## src/rtl/abs_unit.sv

```systemverilog
// abs_unit: registered two's-complement absolute value with sign and most-negative flag.
// Build option: define ABS_SATURATE_EN to clamp the most-negative input to 0111...1.
module abs_unit #(
  parameter int NUM_WIDTH = 16
) (
  input  logic                 clk,
  input  logic                 rst,
  input  logic                 in_valid,
  input  logic [NUM_WIDTH-1:0] ans,
  output logic [NUM_WIDTH-1:0] abs_ans,
  output logic                 out_valid,
  output logic                 sign_out,
  output logic                 ovf
);

  localparam logic [NUM_WIDTH-1:0] ONE = NUM_WIDTH'(1);
`ifdef ABS_SATURATE_EN
  localparam logic [NUM_WIDTH-1:0] MAX_POS = {1'b0, {(NUM_WIDTH-1){1'b1}}};
`endif

  logic                 msb;
  logic                 mostNeg;
  logic [NUM_WIDTH-1:0] magnitude;
  logic [NUM_WIDTH-1:0] abs_d, abs_q;
  logic                 sign_d, sign_q;
  logic                 ovf_d, ovf_q;
  logic                 valid_d, valid_q;

  // The negate wraps 1000...0 onto itself, which read as unsigned is still the true magnitude.
  always_comb begin
    msb       = ans[NUM_WIDTH-1];
    mostNeg   = msb && (ans[NUM_WIDTH-2:0] == '0);
    magnitude = msb ? (~ans + ONE) : ans;
`ifdef ABS_SATURATE_EN
    if (mostNeg) begin
      magnitude = MAX_POS;
    end
`endif
  end

  // Data outputs only move on a valid operand so idle cycles leave the last result visible.
  always_comb begin
    valid_d = in_valid;
    abs_d   = abs_q;
    sign_d  = sign_q;
    ovf_d   = ovf_q;
    if (in_valid) begin
      abs_d  = magnitude;
      sign_d = msb;
      ovf_d  = mostNeg;
    end
  end

  always_ff @(posedge clk) begin
    if (rst) begin
      abs_q   <= '0;
      sign_q  <= 1'b0;
      ovf_q   <= 1'b0;
      valid_q <= 1'b0;
    end else begin
      abs_q   <= abs_d;
      sign_q  <= sign_d;
      ovf_q   <= ovf_d;
      valid_q <= valid_d;
    end
  end

  assign abs_ans   = abs_q;
  assign sign_out  = sign_q;
  assign ovf       = ovf_q;
  assign out_valid = valid_q;

endmodule

```

## config.mk

```make
export PLATFORM = sky130hd
export DESIGN_NAME = abs_unit
export DESIGN_NICKNAME = d
export VERILOG_FILES = /design/src/rtl/abs_unit.sv
export SDC_FILE = /design/constraint.sdc
export NUM_CORES = 1
export LEC_CHECK = 0
export ABC_AREA = 1
export BUFFER_PORTS_ARGS = -buffer_cell sky130_fd_sc_hd__buf_2
export CAP_MARGIN = 20
export CORE_MARGIN = 3
export CORE_UTILIZATION = 40
export DETAILED_ROUTE_END_ITERATION = 8
export GPL_TIMING_DRIVEN = 0
export PLACE_DENSITY_LB_ADDON = 0.25
export SLEW_MARGIN = 20
export SYNTH_ARGS = -nofsm -noshare
export SYNTH_HDL_FRONTEND = slang
export SYNTH_SLANG_ARGS = --single-unit
```

## constraint.sdc

```tcl
create_clock -name clk -period 3.32 [get_ports clk]
set_input_delay 0.664 -clock clk [delete_from_list [all_inputs] [get_ports clk]]
set_output_delay 0.664 -clock clk [all_outputs]
set_load 0.02 [all_outputs]
```

==> out/metrics.cfg, run 1 <==
[detailed_routing]
post_drt_via_cell_ratio=4.916
route.detailed.drc=0
detailedRoute.firstIterationViolations=32
detail-route-antenna-nets=0
drt_pre_antenna_iters=4
number_of_vias_after_detailed_routing=1111
routedWlPerCell_um=11.67
totalWireLength_um=2637

[yosys]
synth.lib_cells_used.distinct=25
synth.yosys.warnings=0
synthCells=155
syn-num-nets=175
synth_area_per_cell_um2=7.023
synth.yosys.seq_area_share_pct=34.94
syn-cell-area_um2=1089
yosys_register_bits=19

[die]
io-pin-count=38
vert_die_dim_um=58.17
chipWidth_um=58.17
initial_utilization_pct=43.15
core_area_um2=2522
rows=18
design.die.area_um2=3383

[timing]
worst-slew-pin-transition_ns=0.4691
max_slew_margin_pct=68.73
post-route-min-period_ns=1.514
finalSetupViolCount=0
finClkSkew_ns=0
hold_violation_count_in_the_final_report=0
rsz0062_at_grt=no
timing_max_transition_violations_final=0
max_clock_freq_ghz=0.6604
tns_ns=0
final_min_period_over_clock_period_pct=45.61
postLayoutSetupSlackWorst_ns=1.806

[worst_setup_path]
timing_worst_setup_path_type=in -> reg
critical_path_max_stage_delay_ns=0.20
worst-r2r-cell-count=2
critical_path.startpoint_type=input port
crit-reg2reg-launch=abs_ans[14]
cp_slowest_cell=sky130_fd_sc_hd__ha_1
setup.reg_to_reg.worst_slack_ns=2.66
worst-endpoint-arrival_ns=1.71
crit_path_end_kind=flop
worstReg2RegEnd=abs_ans[14]
cp_data_required_time_ns=3.52
cp_cell_sequence=buf_2 > inv_1 > ha_1 > nand3_2 > nor2_4 > nand3_2 > nand3_1 > nand2_1 > nor2_1 > nor2_1
critical_path_peak_fanout=3

[hold_path]
hold-path-endpoint=abs_ans[15]
worstHoldPathType=reg -> reg
hold_path.startpoint=abs_ans[15]
worstHoldPathCells=2

[clock_network]
tritoncts=yes
cts_buffers=3
cts_sinks=19
cts_hold_repair.buffers=0
clock_tree.root_cell=sky130_fd_sc_hd__clkbuf_4
cts_resized=0
cts.path.max_buffers=2
clkLatencyLatePin_ns=0.29
cts.repair_timing.setup_buffer_count=0
clk_pin_slew_worst_paths_ns=0.11
htree_num_levels=1

[power_and_ir_drop]
power_density_nw_per_um2=365.2
power.ir.vdd_worst_v=0.0002668
total_leakage_power_nw=0.6901

[grt]
global_route.usage.total_pct=16.30
grt_antenna_before_repair=0
first_pass_grt_wire_length_um=4319
grt_residual_overflow=0
grt_pass1_vias=981
grt_start_max_net_pins=12

[run_status]
status=finished clean

[layout]
fillers=259
area.sequential_um2=380.4
post_route_cells_drive_above_1_share_pct=33.67
final_nets=217
final-instance-count-excl-fill=226
area_growth_pct=22.99
diode_count=0
multiInputGateArea_um2=601.8

[flow_run]
max-cap-violations=0

[placement]
place.gp.congestion=0.9263
dp_hpwl_um=2147
io_buffers=37
placedCellCount=222
place_worst_setup_slack_ns=1.494

## where the power goes
part           total [mW]  switching [mW]  internal (mW)
Sequential          0.249         0.00619          0.243
Clock               0.116          0.0709         0.0449
Combinational       0.124          0.0793         0.0444
Total               0.489           0.156          0.332
## stage by stage
step	util, %	area (um^2)	power [mW]	hold WS, ns
floorplan	-	1089	0.3322	0.5306
global placement	51.98	1311	0.3754	0.4504
detailed placement	51.98	1311	0.3789	0.4532
CTS	53.08	1339	0.4970	0.4703
global route	53.08	1339	0.5224	0.4955
finish	53.08	1339	0.4889	0.4705
## layout make-up
class | count | share of cell area (%)
tap | 30 | 2.804
clock inverter | 1 | 0.3738
buffer | 6 | 2.617
multi-input combinational | 111 | 44.95
inverter | 19 | 5.327
sequential | 19 | 28.41
timing repair buffer | 37 | 13.83
clock buffer | 3 | 1.682
## cells in the final DEF (no fill, tap or decap)
cell type,Yosys,final
sky130_fd_sc_hd__buf_2,4,41
sky130_fd_sc_hd__nand2_1,30,30
sky130_fd_sc_hd__dfxtp_1,19,19
sky130_fd_sc_hd__inv_1,16,16
sky130_fd_sc_hd__a21oi_1,14,14
sky130_fd_sc_hd__o21ai_0,13,13
sky130_fd_sc_hd__nand3_1,12,12
sky130_fd_sc_hd__nor2_1,11,11
sky130_fd_sc_hd__xor2_1,7,7
sky130_fd_sc_hd__nor2_2,4,4
sky130_fd_sc_hd__inv_2,3,3
sky130_fd_sc_hd__clkbuf_4,0,3
sky130_fd_sc_hd__nand3_2,2,2
sky130_fd_sc_hd__nand2_2,2,2
sky130_fd_sc_hd__o21ai_2,2,2
sky130_fd_sc_hd__nor2_4,2,2
sky130_fd_sc_hd__o21ai_1,2,2
sky130_fd_sc_hd__a31oi_1,2,2
sky130_fd_sc_hd__nor3_2,2,2
sky130_fd_sc_hd__nand4_1,2,2
sky130_fd_sc_hd__buf_6,1,1
sky130_fd_sc_hd__clkbuf_1,1,1
sky130_fd_sc_hd__or2_2,1,1
sky130_fd_sc_hd__a21oi_2,1,1
sky130_fd_sc_hd__nand2_4,1,1
sky130_fd_sc_hd__ha_1,1,1
sky130_fd_sc_hd__clkinv_2,0,1
## sequential cells by signal (all words and copies together), names as in the netlist
signal and flops:
abs_ans 16, out_valid 1, sign_out 1, ovf 1
## worst max-delay path: cells and delay by family
family                   cells  cell delay [ns]
buffers and inverters        2             0.20
adder cells (fa/ha/maj)      1             0.20
AND/OR/NAND/NOR              7             0.65
## synth_stat cells (all sizes together)
cell | count | area share (%)
a21oi | 15 | 7.2
a31oi | 2 | 1.1
buf | 5 | 2.9
clkbuf | 1 | 0.34
dfxtp | 19 | 35
ha | 1 | 1.1
inv | 19 | 6.6
nand2 | 33 | 13
nand3 | 14 | 7.4
nand4 | 2 | 1.1
nor2 | 17 | 8.2
nor3 | 2 | 1.8
o21ai | 17 | 8.5
or2 | 1 | 0.58
xor2 | 7 | 5.6
## routing by layer
layer | wire, um | share of wire (%) | vias up | GRT usage, %
met1 | 1153 | 44 | 492 | 21.14
li1 | - | - | 581 | -
met3 | 181 | 6.9 | 2 | 4.454
met2 | 1283 | 49 | 36 | 26.77
met4 | 19 | 0.72 | 0 | 3.974
met5 | 0 | 0 | - | 0
## worst max-delay path by stage
stage | depth (start not counted) | end | from | slack, ns
5_1_grt | 10 | abs_ans[12] | ans[0] | 1.74
3_3_place_gp | 10 | abs_ans[12] | ans[0] | 1.52
4_1_cts | 10 | abs_ans[12] | ans[0] | 1.81
2_1_floorplan | 9 | abs_ans[12] | ans[0] | 1.74
3_5_place_dp | 10 | abs_ans[12] | ans[0] | 1.49
6_report | 10 | abs_ans[12] | ans[0] | 1.81
## logic make-up (layout without fill, tap and decap cells)
group                    Yosys count  in the layout  share of synthesized area [%]
AO/OA/AOI/OAI                     34             34                          16.90
AND/OR/NAND/NOR                   69             69                          31.61
buffers and inverters             25             66                          9.770
XOR/XNOR                           7              7                          5.632
adder cells (fa/ha/maj)            1              1                          1.149
flip-flops                        19             19                          34.94
(Power assumes the default switching activity.)
==> run 2: changes to the inputs <==
- ABC_AREA: 1 -> 0
- clock period: 3.32 -> 1.6 ns (I/O delays scaled with it)
==> run 2 against run 1 <==
Effect of this change: via count fell by 2.0%; clock-buffer cell count up 1; clock power increased by 110%; sequential power rose by 110%; sequential cell count unchanged; sequential share of layout area rose by 1.4 points; largest power group unchanged; worst setup slack worse by 1.7 ns; first-iteration DRC count up 9.4%; non-clock buffer count fell by 1; critical path type unchanged; area after synthesis is 4.9% lower; global-route usage rose by 0.95 points.
==> out/metrics.cfg, run 2 <==
[placement]
dp_hpwl_um=1988  ; -7.4%
place.gp.congestion=0.7660  ; -17%
io_buffers=35  ; -5.4%
place_worst_setup_slack_ns=-0.1969  ; -1.691 ns

[grt]
grt_residual_overflow=0  ; unchanged
grt_start_max_net_pins=11  ; -1
grt_util_met2_pct=27.89  ; +1.1 points
global_route.usage.total_pct=17.25  ; +0.95 points
grt_busiest_layer=met2
groute.layer.met1.usage_pct=23.10  ; +2.0 points
met3_usage_pct=5.517  ; +1.1 points
first_pass_grt_wire_length_um=4491  ; +4.0%
grt_pass1_vias=1008  ; +2.8%
grt_antenna_before_repair=0  ; unchanged

[worst_setup_path]
crit_path_end_kind=flop
critical_path_peak_fanout=7  ; +4
cp_data_required_time_ns=1.81  ; -1.71 ns
timing_worst_setup_path_type=in -> reg
critical_path.startpoint_type=input port
setup.reg_to_reg.worst_slack_ns=0.62  ; -2.04 ns
worst-endpoint-arrival_ns=1.69  ; -0.02 ns

[yosys]
synth_area_per_cell_um2=8.345  ; +19%
library_cell_with_the_largest_summed_area_after_synthesis=sky130_fd_sc_hd__dfxtp_1
yosys.cell_count.top_type=sky130_fd_sc_hd__dfxtp_1
synth.yosys.warnings=0  ; unchanged
synth.yosys.seq_area_share_pct=36.76  ; +1.8 points
synth_edf_count=0  ; unchanged
yosys_register_bits=19  ; unchanged
synthCells=124  ; -20%
netlist_top_cells_count=sky130_fd_sc_hd__dfxtp_1, sky130_fd_sc_hd__nor2_1, sky130_fd_sc_hd__nand3_1
synth-async-reset-ratio_pct=0  ; unchanged
netlist_top_cells_area=sky130_fd_sc_hd__dfxtp_1, sky130_fd_sc_hd__nor2_1, sky130_fd_sc_hd__nand3_1
synth.lib_cells_used.distinct=35  ; +40%
syn-cell-area_um2=1035  ; -4.9%
synth.top_cell.area_share_pct=36.76  ; +1.8 points
syn-num-nets=144  ; -18%
synth_top_flop_cell=sky130_fd_sc_hd__dfxtp_1

[timing]
timing_max_transition_violations_final=0  ; unchanged
rsz0062_at_grt=no
max_clock_freq_ghz=0.6737
finalSetupViolCount=0  ; unchanged
final_min_period_over_clock_period_pct=92.77
postLayoutSetupSlackWorst_ns=0.1158  ; -1.690 ns
worst-slew-pin-transition_ns=0.5841  ; +0.1150 ns
max_slew_margin_pct=60.70  ; -8.0 points
finClkSkew_ns=0  ; unchanged
post-route-min-period_ns=1.484
tns_ns=0  ; unchanged
hold_violation_count_in_the_final_report=0  ; unchanged

[detailed_routing]
detailedRoute.firstIterationViolations=35  ; +9.4%
route.detailed.drc=0  ; unchanged
totalWireLength_um=2635  ; about the same
post_drt_via_cell_ratio=5.702  ; +16%
drt_pre_antenna_iters=5  ; +1
routedWlPerCell_um=13.80  ; +18%
number_of_vias_after_detailed_routing=1089  ; -2.0%
detail-route-antenna-nets=0  ; unchanged

[layout]
diode_count=0  ; unchanged
commonest_cells_after_routing_fill_and_taps_aside=sky130_fd_sc_hd__buf_2, sky130_fd_sc_hd__dfxtp_1, sky130_fd_sc_hd__nor2_1
area_growth_pct=23.46
multiInputGateArea_um2=618.1  ; +2.7%
post_route_cells_drive_above_1_share_pct=28.22  ; -5.5 points
area.sequential_um2=380.4  ; unchanged
final_nets=184  ; -15%
mostFrequentLayoutCell=sky130_fd_sc_hd__buf_2
largest_register_ff_count=16  ; unchanged
fillers=241  ; -6.9%

[power_and_ir_drop]
total_leakage_power_nw=0.5302  ; -23%
power.ir.vdd_worst_v=0.0005812  ; +120%
clock_power_share_pct=25.0  ; +1.3 points
switching_power_uw=307.1  ; +96%
pwr-share-comb_pct=22.8  ; -2.5 points
seq_power_share_pct=52.2  ; +1.2 points
internal_power_uw=683.9  ; +110%
switching_share_of_total_power_pct=30.99  ; -1.0 points
power_density_nw_per_um2=775.8  ; +110%

[die]
rows=17  ; -1
initial_utilization_pct=44.22  ; +1.1 points
core_area_um2=2340  ; -7.2%
design.die.area_um2=3233  ; -4.4%
io-pin-count=38  ; unchanged
vert_die_dim_um=56.86  ; -2.2%
chipWidth_um=56.86  ; -2.2%

[clock_network]
clk_pin_slew_worst_paths_ns=0.11  ; about the same
clock_tree.root_cell=sky130_fd_sc_hd__clkbuf_4
cts_sinks=19  ; unchanged
cts.path.max_buffers=2  ; unchanged
clkLatencyLatePin_ns=0.30  ; about the same
tritoncts=yes
htree_num_levels=1  ; unchanged
cts_buffers=3  ; unchanged
cts_hold_repair.buffers=0  ; unchanged
cts.repair_timing.setup_buffer_count=0  ; unchanged

[hold_path]
worstHoldPathType=in -> reg

[run_status]
status=finished clean

[flow_run]
max-cap-violations=0  ; unchanged

## run 2: power by group through the flow
stage / combinational (mW) / clock [mW] / sequential (mW)
2_1_floorplan: 0.0954 / 0 / 0.565
3_3_place_gp: 0.222 / 0 / 0.525
3_5_place_dp: 0.225 / 0 / 0.528
4_1_cts: 0.226 / 0.254 / 0.517
5_1_grt: 0.250 / 0.277 / 0.521
6_report: 0.226 / 0.248 / 0.517
## run 2: cells by family (layout without fill, tap and decap cells)
group | count (synthesis) | count (layout) | synth area share (%)
buffers and inverters | 11 | 50 | 4.110
muxes | 2 | 2 | 1.935
xor gates and xnor gates | 3 | 3 | 2.540
and+or+nand+nor | 57 | 57 | 32.65
adders and majority gates | 1 | 1 | 1.209
AOI/OAI and AO/OA | 31 | 31 | 20.80
DFF | 19 | 19 | 36.76
## run 2: area by class of cell
class	count	share of cell area (%)
clock buffer	4	2.057
inverter	4	1.175
buffer	7	2.155
multi-input combinational	94	48.38
tap	28	2.742
sequential	19	29.77
timing repair buffer	35	13.71
## run 2: metal layers
layer | share of wire [%] | vias up | routed length [um]
met5 | 0 | - | 0
met2 | 47 | 36 | 1232
met4 | 0.68 | 0 | 18
met1 | 45 | 504 | 1185
li1 | - | 547 | -
met3 | 7.6 | 2 | 199
## run 2: worst max-delay path: stages
cell and delay [ns]:
sky130_fd_sc_hd__buf_2 0.12, sky130_fd_sc_hd__inv_1 0.05, sky130_fd_sc_hd__ha_1 0.19, sky130_fd_sc_hd__or4b_4 0.52
sky130_fd_sc_hd__nor2_4 0.19, sky130_fd_sc_hd__nor3b_1 0.07, sky130_fd_sc_hd__a311oi_1 0.23
## run 2: final timing paths
path               start     endpoint  depth (start not counted)
min reg2reg     sign_out     sign_out                          2
max               ans[0]  abs_ans[10]                          7
min               ans[8]   abs_ans[8]                          3
max reg2reg  abs_ans[10]  abs_ans[10]                          4
## run 2: what timing repair did
action / in CTS / in global routing
endpoints found under the setup margin: 0 / 2
endpoints found under the hold margin: 0 / 0
gates resized for setup: 0 / 1
## run 2: per-stage QoR
| step | utilization, % | instances | power [mW] | instance area [um^2] | hold WS (ns) |
|---|---|---|---|---|---|
| finish | 54.60 | 191 | 0.9911 | 1277 | 0.2960 |
| global route | 54.60 | 191 | 1.048 | 1277 | 0.3019 |
| CTS | 54.33 | 191 | 0.9980 | 1271 | 0.2955 |
| detailed placement | 53.21 | 187 | 0.7530 | 1245 | 0.4768 |
| global placement | 53.21 | 187 | 0.7475 | 1245 | 0.4641 |
| floorplan | - | 124 | 0.6606 | 1035 | 0.4597 |
